`config.mk`:
```
export PLATFORM = sky130hd
export DESIGN_NAME = uart_transmitter
export DESIGN_NICKNAME = d
export VERILOG_FILES = /design/src/rtl/uart_transmitter.sv
export SDC_FILE = /design/constraint.sdc
export NUM_CORES = 1
export LEC_CHECK = 0
export CORE_ASPECT_RATIO = 1.5
export CORE_MARGIN = 8
export CORE_UTILIZATION = 41
export CTS_BUF_LIST = sky130_fd_sc_hd__clkbuf_4
export CTS_CLUSTER_DIAMETER = 150
export DETAILED_ROUTE_END_ITERATION = 12
export PLACE_DENSITY_LB_ADDON = 0.1
export SLEW_MARGIN = 20
export SYNTH_ARGS = -nofsm -noshare
export SYNTH_HDL_FRONTEND = slang
export SYNTH_SLANG_ARGS = --single-unit
export TNS_END_PERCENT = 10
```
`constraint.sdc`:
```
create_clock -name clk -period 2.1 [get_ports clk]
set_input_delay 0.42 -clock clk [delete_from_list [all_inputs] [get_ports clk]]
set_output_delay 0.42 -clock clk [all_outputs]
set_load 0.05 [all_outputs]
```
`src/rtl/uart_transmitter.sv`:
```
// UART transmitter: 11-bit frames (start, 8 data LSB-first, odd parity, stop), valid/ready input.
// Define UART_TX_FIFO_EN to place a FIFO_DEPTH-entry FIFO between the handshake and the FSM.
module uart_transmitter #(
    parameter int CLKS_PER_BIT = 4,
    parameter int FIFO_DEPTH   = 4
) (
    input  logic       clk,
    input  logic       rst,
    input  logic [7:0] data_in,
    input  logic       data_valid,
    output logic       tx_ready,
    output logic       tx,
    output logic       busy
);

    localparam int CW = (CLKS_PER_BIT > 1) ? $clog2(CLKS_PER_BIT) : 1;

    typedef enum logic [2:0] {IDLE, START, DATA, PARITY, STOP} state_t;

    state_t        state, state_next;
    logic [CW-1:0] baud_cnt;
    logic [2:0]    bit_idx;
    logic [7:0]    shift_reg;
    logic          parity_bit;
    logic          tx_next;
    logic          bit_done;
    logic          start_frame;
    logic [7:0]    load_byte;

    if (CLKS_PER_BIT < 2 || FIFO_DEPTH < 1) begin : g_param_check
        $error("uart_transmitter: CLKS_PER_BIT must be >= 2 and FIFO_DEPTH >= 1");
    end

    assign bit_done = (baud_cnt == CW'(CLKS_PER_BIT - 1));
    assign busy     = (state != IDLE);

`ifdef UART_TX_FIFO_EN
    localparam int AW = (FIFO_DEPTH > 1) ? $clog2(FIFO_DEPTH) : 1;

    logic [7:0]    fifo_mem [FIFO_DEPTH];
    logic [AW-1:0] wr_ptr, rd_ptr;
    logic [AW:0]   count;
    logic          push, pop, full, empty;

    assign full        = (count == (AW+1)'(FIFO_DEPTH));
    assign empty       = (count == '0);
    assign tx_ready    = !full;
    assign push        = data_valid && !full;
    assign pop         = (state == IDLE) && !empty;
    assign start_frame = pop;
    assign load_byte   = fifo_mem[rd_ptr];

    always_ff @(posedge clk) begin
        if (push) begin
            fifo_mem[wr_ptr] <= data_in;
        end
    end

    always_ff @(posedge clk) begin
        if (rst) begin
            wr_ptr <= '0;
            rd_ptr <= '0;
            count  <= '0;
        end else begin
            if (push) begin
                wr_ptr <= (wr_ptr == AW'(FIFO_DEPTH - 1)) ? '0 : wr_ptr + 1'b1;
            end
            if (pop) begin
                rd_ptr <= (rd_ptr == AW'(FIFO_DEPTH - 1)) ? '0 : rd_ptr + 1'b1;
            end
            case ({push, pop})
                2'b10:   count <= count + 1'b1;
                2'b01:   count <= count - 1'b1;
                default: count <= count;
            endcase
        end
    end
`else
    assign tx_ready    = (state == IDLE);
    assign start_frame = data_valid && (state == IDLE);
    assign load_byte   = data_in;
`endif

    // tx is registered from the current state, so the line trails the FSM by one cycle.
    always_ff @(posedge clk) begin
        if (rst) begin
            state      <= IDLE;
            baud_cnt   <= '0;
            bit_idx    <= '0;
            shift_reg  <= '0;
            parity_bit <= 1'b0;
            tx         <= 1'b1;
        end else begin
            state <= state_next;
            tx    <= tx_next;
            if (state == IDLE) begin
                baud_cnt <= '0;
                bit_idx  <= '0;
                if (start_frame) begin
                    shift_reg  <= load_byte;
                    parity_bit <= ~^load_byte;
                end
            end else begin
                baud_cnt <= bit_done ? '0 : baud_cnt + 1'b1;
                if (state == DATA && bit_done) begin
                    shift_reg <= shift_reg >> 1;
                    bit_idx   <= bit_idx + 1'b1;
                end
            end
        end
    end

    always_comb begin
        state_next = state;
        tx_next    = 1'b1;
        case (state)
            IDLE: begin
                if (start_frame) state_next = START;
            end
            START: begin
                tx_next = 1'b0;
                if (bit_done) state_next = DATA;
            end
            DATA: begin
                tx_next = shift_reg[0];
                if (bit_done && bit_idx == 3'd7) state_next = PARITY;
            end
            PARITY: begin
                tx_next = parity_bit;
                if (bit_done) state_next = STOP;
            end
            STOP: begin
                if (bit_done) state_next = IDLE;
            end
            default: state_next = IDLE;
        endcase
    end

endmodule

```
==> results_dict.tcl, run 1 <==
set metrics [dict create \
    drtPass1Iterations 4 \
    placed_cells_incl_taps 138 \
    power_report.internal_total_mw 0.503 \
    netlist_instances 106 \
    h_tree_lvl_count 1 \
    slew-limit-headroom_pct 67.2 \
    dpl_worst_slack_ns 0.397 \
    wl_met2_um 995 \
    buffer_ports.inserted 13 \
    worstSkewPairLatency_ns 0.30 \
    setup.worst_path.start_class "flip-flop" \
    drt_drc_violations_left 0 \
    worst_ep_arrival_time_ns 1.42 \
    layout_common_cells "sky130_fd_sc_hd__nor2_1, sky130_fd_sc_hd__dfxtp_1, sky130_fd_sc_hd__clkdlybuf4s50_1" \
    cts.sink_count 18 \
    critPathTopFamily "buffers and inverters" \
    yosysSeqAreaShare_pct 39.7 \
    share_of_the_synthesized_area_in_the_top_cell_type_pct 39.7 \
    fp.dieW_um 54.4 \
    clk_pin_slew_ns 0.11 \
    area_growth_syn_to_layout_pct 21.7 \
    layout.cells.most_common "sky130_fd_sc_hd__nor2_1" \
    route.vias.total 790 \
    grt_util_all_layers_pct 10.9 \
    maxClockFrequency_mhz 544 \
    cts-buffers-inserted 3 \
    rsz_0062_raised_after_global_routing "false" \
    max_cap_violations 0 \
    clkPwrFrac_pct 26.0 \
    grt_start_max_net_pins 14 \
    setup_ws_post_layout_ns 0.263 \
    dieArea_um2 4000 \
    multi_input_comb_area_um2 482 \
    required_ns 1.68 \
    hold_slack_ns 0.438 \
    power_per_cell_area_nw_per_um2 632 \
    met1Wirelength_um 868 \
    post_layout_nonfiller_instances 142 \
    met3_wire_len_um 82 \
    diodes 0 \
    ff_latch_area_um2 360 \
    timing_hold_violations_final 0 \
    ant_nets 0 \
    finalWorstPathRequiredPeriod_ns 1.84 \
    largest_reg_flops 8 \
    switchingPower_mw 0.195 \
    ir_worst_vdd_v 0.000301 \
    biggest_cell_delay_along_the_critical_path_ns 0.79 \
    timing.reg2reg.setup_slack_ns 0.48 \
    synth_top_area_cell "sky130_fd_sc_hd__dfxtp_1" \
    antenna_found_initial 0 \
    critical_path.slowest_cell "sky130_fd_sc_hd__clkdlybuf4s50_1" \
    cts_resized 0 \
    design.core.area_um2 2150 \
    end_kind "primary output" \
    die_h_um 73.6 \
    cts_tree "built" \
    critPathBufInv 1 \
    ioPinCount 14 \
    post_drt_wl_per_cell_um 14.0 \
    worst-setup-path-type "reg2out" \
    power.combinational.fraction_pct 20.6 \
    switching_share_pct 27.9 \
    post-cts-setup-buffer-count 0 \
    final_max_slew_viols 0 \
    post_cts_hold_buffer_count 0 \
    synth-seq-cells 18 \
    yosys.cell_types.count 32 \
    crit_chain "clkdlybuf4s50_1" \
    layout.filler_cells 215 \
    place_congestion 0.842 \
    routed.top_layer "met4" \
    vias_per_cell 5.56 \
    initial_utilization_pct 42.1 \
    flop_pwr_share_pct 53.4 \
    overflow 0 \
    place_hpwl_um 1520 \
    synthesis.area_per_instance_um2 8.56 \
    synth_area_um2 907 \
    layout-drive-gt1-share_pct 10.1 \
    worst_hold_path_type "reg2reg" \
    totalWireLength_um 1990 \
    utilization_pct 51.2 \
    yosysWarningCount 0 \
    cts_max_path_buffers 2 \
    placementRows 21 \
    synth_nets 120 \
    status "completed" \
    max_slew.worst_pin.slew_ns 0.491 \
    netlist_top_cells_area "sky130_fd_sc_hd__dfxtp_1, sky130_fd_sc_hd__nor2_1, sky130_fd_sc_hd__xnor2_1" \
    static_leakage_nw 0.432 \
    final-setup-viol-count 0 \
    finClkSkew_ns 0.00804 \
    first_pass_grt_wire_length_um 3300 \
    post-route-period-util_pct 87.5 \
    finish.net_count 134 \
    first_iter_violations 26 \
    clock_root_buffer "sky130_fd_sc_hd__clkbuf_4" \
    setup_tns_ns 0 \
    first_global_vias 760 \
    path_max_fanout 1 \
]
## cell usage after synthesis, drive strengths merged
library cell  number
a22oi              2
nand3              3
nor4               1
nand3b             1
nand4b             2
a32oi              6
buf                4
o22ai              7
a21o               1
o211a              1
xor2               1
nand2              4
a21oi              4
o211ai             1
nand2b             2
nor4b              1
o32a               1
clkbuf             3
o31ai              1
xnor2              7
inv                9
nor2              19
or2                1
ha                 3
dfxtp             18
nor3               3
## power groups by stage
stage | logic (mW) | registers (mW) | clock network, mW
after floorplan | 0.0915 | 0.381 | 0
after global placement | 0.144 | 0.380 | 0
final | 0.144 | 0.372 | 0.181
after global routing | 0.154 | 0.374 | 0.190
after detailed placement | 0.144 | 0.381 | 0
after CTS | 0.145 | 0.373 | 0.186
## metal layers
metal | GRT usage (%) | vias up
met4 | 5.77 | 0
met1 | 12.8 | 375
met3 | 2.02 | 5
met2 | 17.8 | 11
li1 | - | 399
met5 | 0 | -
## worst register-to-register path, delay by kind of cell (launching register included)
family | cells | cell delay, ns
and+or+nand+nor | 2 | 0.32
adders and majority gates | 1 | 0.44
AOI/OAI and AO/OA | 2 | 0.45
DFF | 1 | 0.35
## logic make-up (layout without fill, tap and decap cells)
logic type               count (synthesis)  count (layout)  share of synthesized area (%)
AO/OA/AOI/OAI                           24              24                           20.4
AND/OR/NAND/NOR                         37              37                           20.1
buffers and inverters                   16              29                           7.86
adder cells (fa/ha/maj)                  3               3                           4.14
flip-flops                              18              18                           39.7
XOR/XNOR                                 8               8                           7.72
## stage by stage
stage | instance area, um2 | total power [mW]
6_report | 1100 | 0.697
3_3_place_gp | 1080 | 0.524
2_1_floorplan | 913 | 0.472
4_1_cts | 1100 | 0.703
3_5_place_dp | 1080 | 0.525
5_1_grt | 1100 | 0.719
## final cells by class
type / count / area share (%)
Timing Repair Buffer: 16 / 15.6
Clock inverter: 1 / 0.340
Clock buffer: 3 / 2.04
Inverter: 9 / 3.06
Sequential cell: 18 / 32.7
Multi-Input combinational cell: 72 / 43.7
Tap cell: 23 / 2.61
## path summary, 6_finish.rpt
path	from	to	cells after the start
max reg2reg	baud_cnt[0]	shift_reg[7]	5
min reg2reg	baud_cnt[0]	baud_cnt[0]	1
max	tx	tx	1
min	baud_cnt[0]	baud_cnt[0]	1
Note: power is estimated with default switching activity, not from simulation.
==> run 2, diff against run 1 <==
- CTS_CLUSTER_SIZE: not set -> 28
==> results of run 2 <==
No change in the layout: final DEF, timing and power equal those of run 1.
